## src/rtl/cpu_pkg.sv

```systemverilog
// Shared definitions for the accumulator CPU: data width, opcodes and sequencer state encoding.
package cpu_pkg;

   localparam int DATA_W = 8;

   localparam logic [DATA_W-1:0] OP_LOAD3 = 8'h01;
   localparam logic [DATA_W-1:0] OP_ADD9  = 8'h02;
   localparam logic [DATA_W-1:0] OP_HALT  = 8'hFF;

   typedef enum logic [2:0] {
      ST_IDLE   = 3'd0,
      ST_FETCH  = 3'd1,
      ST_DECODE = 3'd2,
      ST_EXEC   = 3'd3,
      ST_HALT   = 3'd4,
      ST_PAUSE  = 3'd5
   } state_t;

   // Only these opcodes commit the ALU result; everything else behaves as a NOP.
   function automatic logic writes_acc(input logic [DATA_W-1:0] op);
      return (op == OP_LOAD3) || (op == OP_ADD9);
   endfunction

endpackage

```

## src/rtl/cpu_seq_ctrl.sv

```systemverilog
// Fetch/decode/execute sequencer for the 8-bit accumulator CPU; owns PC, IR, ACC and the retire count.
// Build option CPU_SEQ_STEP_EN adds a `step` input and a PAUSE state after every EXEC.
//
// state  | meaning
// IDLE   | waiting for start; no fetch outstanding
// FETCH  | imem_req held at imem_addr=pc until imem_valid, then IR captured
// DECODE | one settling cycle for decode/ALU, no register updates
// EXEC   | commit ACC (LOAD3/ADD9), advance PC, count the retire
// PAUSE  | single-step hold after EXEC, released by step (CPU_SEQ_STEP_EN only)
// HALT   | terminal; everything frozen until rst_n
module cpu_seq_ctrl
   import cpu_pkg::*;
#(
   parameter int PC_W  = 4,
   parameter int CNT_W = 8
) (
   input  logic              clk,
   input  logic              rst_n,
   input  logic              start,
`ifdef CPU_SEQ_STEP_EN
   input  logic              step,
`endif
   output logic              imem_req,
   output logic [PC_W-1:0]   imem_addr,
   input  logic              imem_valid,
   input  logic [DATA_W-1:0] imem_rdata,
   output logic [DATA_W-1:0] ir,
   input  logic [DATA_W-1:0] alu_result,
   output logic [DATA_W-1:0] acc,
   output logic [PC_W-1:0]   pc,
   output logic              busy,
   output logic              halted,
   output logic [CNT_W-1:0]  retired
);

   state_t state;

   assign imem_addr = pc;

   always_ff @(posedge clk or negedge rst_n) begin
      if (!rst_n) begin
         state    <= ST_IDLE;
         pc       <= '0;
         ir       <= '0;
         acc      <= '0;
         retired  <= '0;
         imem_req <= 1'b0;
         busy     <= 1'b0;
         halted   <= 1'b0;
      end else begin
         case (state)
            ST_IDLE: begin
               if (start) begin
                  state    <= ST_FETCH;
                  pc       <= '0;
                  acc      <= '0;
                  retired  <= '0;
                  imem_req <= 1'b1;
                  busy     <= 1'b1;
               end
            end
            ST_FETCH: begin
               if (imem_valid) begin
                  ir       <= imem_rdata;
                  imem_req <= 1'b0;
                  state    <= ST_DECODE;
               end
            end
            ST_DECODE: begin
               if (ir == OP_HALT) begin
                  state  <= ST_HALT;
                  busy   <= 1'b0;
                  halted <= 1'b1;
               end else begin
                  state <= ST_EXEC;
               end
            end
            ST_EXEC: begin
               if (writes_acc(ir))
                  acc <= alu_result;
               pc      <= pc + PC_W'(1);
               retired <= retired + CNT_W'(1);
`ifdef CPU_SEQ_STEP_EN
               state   <= ST_PAUSE;
`else
               state    <= ST_FETCH;
               imem_req <= 1'b1;
`endif
            end
`ifdef CPU_SEQ_STEP_EN
            ST_PAUSE: begin
               if (step) begin
                  state    <= ST_FETCH;
                  imem_req <= 1'b1;
               end
            end
`endif
            ST_HALT: begin
            end
            default: begin
               state    <= ST_IDLE;
               imem_req <= 1'b0;
               busy     <= 1'b0;
               halted   <= 1'b0;
            end
         endcase
      end
   end

endmodule

```

## config.mk

```make
export PLATFORM = sky130hd
export DESIGN_NAME = cpu_seq_ctrl
export DESIGN_NICKNAME = d
export VERILOG_FILES = /design/src/rtl/cpu_pkg.sv /design/src/rtl/cpu_seq_ctrl.sv
export SDC_FILE = /design/constraint.sdc
export NUM_CORES = 1
export LEC_CHECK = 0
export ABC_AREA = 1
export CORE_MARGIN = 2
export CORE_UTILIZATION = 35
export CTS_CLUSTER_SIZE = 28
export DETAILED_ROUTE_END_ITERATION = 10
export GPL_TIMING_DRIVEN = 0
export PLACE_DENSITY = 0.65
export SETUP_SLACK_MARGIN = 0.5
export SLEW_MARGIN = 10
export SYNTH_ARGS = -nofsm -noshare
export SYNTH_HDL_FRONTEND = slang
export SYNTH_SLANG_ARGS = --single-unit
export TNS_END_PERCENT = 5
```

## constraint.sdc

```tcl
create_clock -name clk -period 1.68 [get_ports clk]
set_input_delay 0.42 -clock clk [delete_from_list [all_inputs] [get_ports clk]]
set_output_delay 0.42 -clock clk [all_outputs]
set_load 0.02 [all_outputs]
```

# Yosys cells after proc, flatten, opt, wreduce, memory -nomap -nowiden
# Cells that the tools add are included.
[op_classes]
n_reduce_logical = 13
addsub = 2
bitwise_logic = 4
muxes = 17
eq_ne = 11
[ops]
columns = ["cell", "count"]
rows = [
  ["8-bit one-hot mux with 2 select lines", 2],
  ["8-bit 2-to-1 mux", 2],
  ["3-bit one-hot mux with 5 select lines", 1],
  ["3-bit AND reduction", 4],
  ["3-bit 2-to-1 mux", 3],
  ["8-bit by 1-bit adder with 8-bit output, second input constant", 1],
  ["8-bit by 1-bit == test with 1-bit output, second input constant", 1],
  ["8-bit by 2-bit == test with 1-bit output, second input constant", 1],
  ["8-bit == test, second input constant", 1],
  ["2-bit != test, second input constant", 4],
  ["4-bit one-hot mux with 2 select lines", 1],
  ["3-bit by 2-bit == test with 1-bit output, second input constant", 2],
  ["2-bit AND reduction", 3],
  ["4-bit by 1-bit adder with 4-bit output, second input constant", 1],
  ["1-bit 2-to-1 mux", 4],
  ["4-bit 2-to-1 mux", 1],
  ["1-bit NOT", 4],
  ["1-bit one-hot mux with 4 select lines", 1],
  ["4-bit OR reduction", 1],
  ["3-bit by 1-bit == test with 1-bit output, second input constant", 1],
  ["3-bit == test, second input constant", 1],
  ["3-bit logical NOT", 1],
  ["1-bit one-hot mux with 3 select lines", 1],
  ["3-bit OR reduction", 1],
  ["4 further kinds", 4],
]
[totals]
inputBits = 20
output_inout_bits = 35
word_cells = 55
reg_bits = 34

# Depth between registers and ports, before layout
[depth]
depth_word = 4
depth_mapped = 8
mapped_depth_nobuf = 8

# Least setup slack after synthesis
# OpenSTA, ideal clock, no wires.
[synth_path]
kind = "reg2reg"
startpoint = "reg retired[1]"
endpoint = "reg retired[4]"
arrival_time_ns = 1.062
setup_ns = 0.127
path_buffers = 0
setup_slack_ns = 0.491
path_stages_with_launch = 7
required_time_ns = 1.553
synth_period_minus_slack_ns = 1.189
cell_sequence = "dfrtp_1 -> ha_1 -> nand2_1 -> inv_1 -> nand3_1 -> nand3_1 -> o21ai_0"
[synth_between]
elab_chain_cells = 2
[synth_lines]
columns = ["item", "line", "rtl"]
rows = [
  ["start, declared", "cpu_seq_ctrl.sv:33", "output logic [CNT_W-1:0] retired"],
  ["start signal, assigned", "cpu_seq_ctrl.sv:82", "retired <= retired + CNT_W'(1);"],
  ["8-bit by 1-bit adder with 8-bit output", "cpu_seq_ctrl.sv:82", ""],
  ["8-bit one-hot mux with 2 select lines", "cpu_seq_ctrl.sv:51", "case (state)"],
]
# No other way between the ends.
# A chain may end at the register's enable or synchronous reset.

# Worst setup path after layout
[layout_path]
startpoint = "reg pc[0] (netlist: imem_addr[0])"
endpoint = "out pc[0]"
[layout_rtl]
columns = ["item", "line", "rtl"]
rows = [
  ["start, declared", "cpu_seq_ctrl.sv:30", "output logic [PC_W-1:0] pc,"],
  ["start signal, assigned", "cpu_seq_ctrl.sv:81", "pc <= pc + PC_W'(1);"],
]
# No word-level cell between the ends.

==> summary.md <==
| Metric | Value |
|---|---|
| Total global-route track usage | 0.155 |
| Period utilisation layout | 0.804 |
| Crit path arrival time | 0.93 ns |
| Critical Path Fanout Max | 3 |
| Synth Area per Inst | 7.92 um^2 |
| Seq/Total Area, Yosys | 0.475 |
| Initial antenna violation count | 0 |
| Synthesized area | 1790 um^2 |
| Rel. slew slack | 0.478 |
| Number of diodes | 0 |
| Post-DP Area | 2410 um^2 |
| Hold Crit Class | input pin to asynchronous set/reset pin |
| Iteration count of the initial detailed-routing pass | 4 |
| Synth-to-Final Area Change | 47.7% |
| Maximum vdd drop | 0.000725 V |
| Grt met3 use | 0.0410 |
| First-pass GRT wire length | 6.71 mm |
| Num CTS Buffers | 5 |
| Skew final | 0.00565 ns |
| Setup-failing EPs final | 0 |
| HPWL after DPL | 2.78 mm |
| Core area | 5010 um^2 |
| Clock Power Share | 0.158 |
| Final net count | 326 |
| Most common cell after layout, fill and taps aside | nand2_1 |
| Syn Inst Count | 226 |
| Drt via density | 4.45 |
| Initial Util | 0.357 |
| Rows | 26 |
| Register share of total power | 0.316 |
| Clock root buffer | clkbuf_8 |
| Global-route track usage on met1 | 0.191 |
| Clock buffer depth | 2 |
| Crit. End Element | output port |
| Slew Viols, Final | 0 |
| Largest net degree at the start of global routing | 35 |
| Remaining global-route overflow | 0 |
| Setup repair after global routing missed its margin | yes |
| Layout cells sized above 1 | 0.321 |
| Crit Path Category | flop to output port |
| Synth top area share | 0.475 |
| Worst EP required | 1.26 ns |
| Via count | 1669 |
| Total Wirelength | 4.16 mm |
| Pleak | 1.41 nW |
| Placer Congestion | 0.789 |
| Worst skew pair latency | 0.29 ns |
| Worst Max-Slew Pin Slew | 0.783 ns |
| Cell variety after synth | 25 |
| Cell Int Power | 2.59 mW |
| Met2 usage | 0.262 |
| Synthesized net count | 248 |
| CTS sink count | 34 |
| Ys Warns | 0 |
| Switching share of power | 0.425 |
| Status | finished clean |
| Most frequent cells in the layout | 75 x nand2_1, 30 x dfrtp_1, 27 x inv_1 |
| # DRC | 0 |
| Initial DRC count | 69 |
| H-Tree Depth | 2 |
| Max Cap Viol | 0 |
| Die area | 5700 um^2 |
| Number of fill cells | 496 |
| Ports | 55 |
| Die Width | 75.5 um |
| Hold Slack | 0.209 ns |
| Crit path launch type | flop |
| Synth top area cells | dfrtp_1 48%, nand2_1 16%, inv_1 5.9% |
| GRT busiest layer | met2 |
| Routed wire per std cell | 11.1 um |
| Power Density | 1700 nW/um^2 |
| Synth area leader | dfrtp_1 |
| Vias in the first global route | 1534 |
| P_sw | 1.91 mW |
| Clock transition at the registers of the reported paths | 0.07 ns |
| CTS tree | yes |
| Port Buffer Count | 54 |
| Max Clk Rate | 740 MHz |
| Combinational share of power | 0.527 |
| Flops & latches, synth | 34 |
| Final Cell Area | 2640 um^2 |
| Final hold vios | 0 |
| Fin crit period | 1.35 ns |
| Die height | 75.5 um |
| Routed Antenna Nets | 0 |
| R2R Setup Slk | 0.39 ns |
-- metrics by stage --
stage	TNS (ns)	util	setup slack (ns)	instances	power (mW)
global placement	-21.13	0.483	-0.747	350	3.69
finish	0	0.528	0.329	375	4.50
global route	0	0.528	0.287	375	4.87
CTS	0	0.505	0.310	366	4.34
floorplan	0	-	0.511	226	2.78
detailed placement	0	0.482	0.0369	350	3.72
-- layer usage --
metal / vias up / routed length [um] / part of all wire
met4: 0 / 80 / 0.019
met1: 772 / 1840 / 0.44
met3: 8 / 189 / 0.045
met5: - / 0 / 0
li1: 850 / - / -
met2: 39 / 2060 / 0.49
-- final cells by class --
type	count	area (um^2)	area share
flip-flops and latches	34	856	0.324
multi-input cells	152	792	0.300
repair buffers	70	593	0.224
inverters	33	133	0.0502
clock buffers	8	110	0.0416
well taps	70	87.6	0.0331
plain buffers	7	67.6	0.0256
repair inverters	1	5.00	0.00189
-- logic make-up (layout without fill, tap and decap cells) --
group           count (synthesis)  count (layout)  share of synthesized area
compound gates                 19              19                     0.0727
xor+xnor                        2               2                    0.00979
simple gates                  129             129                      0.329
buf+inv                        40             119                     0.0992
flops                          34              34                      0.475
fa+ha+maj                       2               2                     0.0140
-- path summary, 6_finish.rpt --
kind	cells past startpoint	to	startpoint
min reg2reg	2	halted	halted
min	1	retired[7]	rst_n
min in group clk	2	halted	halted
max	2	pc[0]	imem_addr[0]
max in group asynchronous	1	state[0]	rst_n
max reg2reg	7	acc[0]	state[2]
-- cell usage after synthesis (all sizes together) --
cell / instances
nand3: 21
nor3: 1
o21ai: 16
a21oi: 1
or2: 1
buf: 7
nand4: 4
xor2: 1
inv: 32
xnor2: 1
nor2: 23
clkinv: 1
ha: 2
nand2: 79
dfrtp: 34
a21boi: 2
-- power by group through the flow --
stage	Clock (mW)	Sequential [mW]	Combinational [mW]
2_1_floorplan	0	1.79	0.991
3_3_place_gp	0	1.47	2.22
3_5_place_dp	0	1.47	2.25
4_1_cts	0.731	1.42	2.19
5_1_grt	0.764	1.48	2.63
6_report	0.709	1.42	2.37
-- flip-flops by register name, summed over array words and instances (netlist names) --
signal and flops:
retired 8, ir 8, state 3, halted 1, acc 8, imem_addr 4, imem_req 1, busy 1
-- repair_timing --
action / 4_1_cts / 5_1_grt
gates cloned: 0 / 1
resized for setup: 142 / 16
pin swaps: 0 / 8
buffers inserted: 8 / 8
hold buffers: 0 / 0
endpoints found under the setup margin: 65 / 68
-- critical path, cell delays in order (launching register included) --
cell	delay, ns
dfrtp_1	0.41
buf_6	0.12
buf_6	0.12
(Power assumes the default switching activity.)
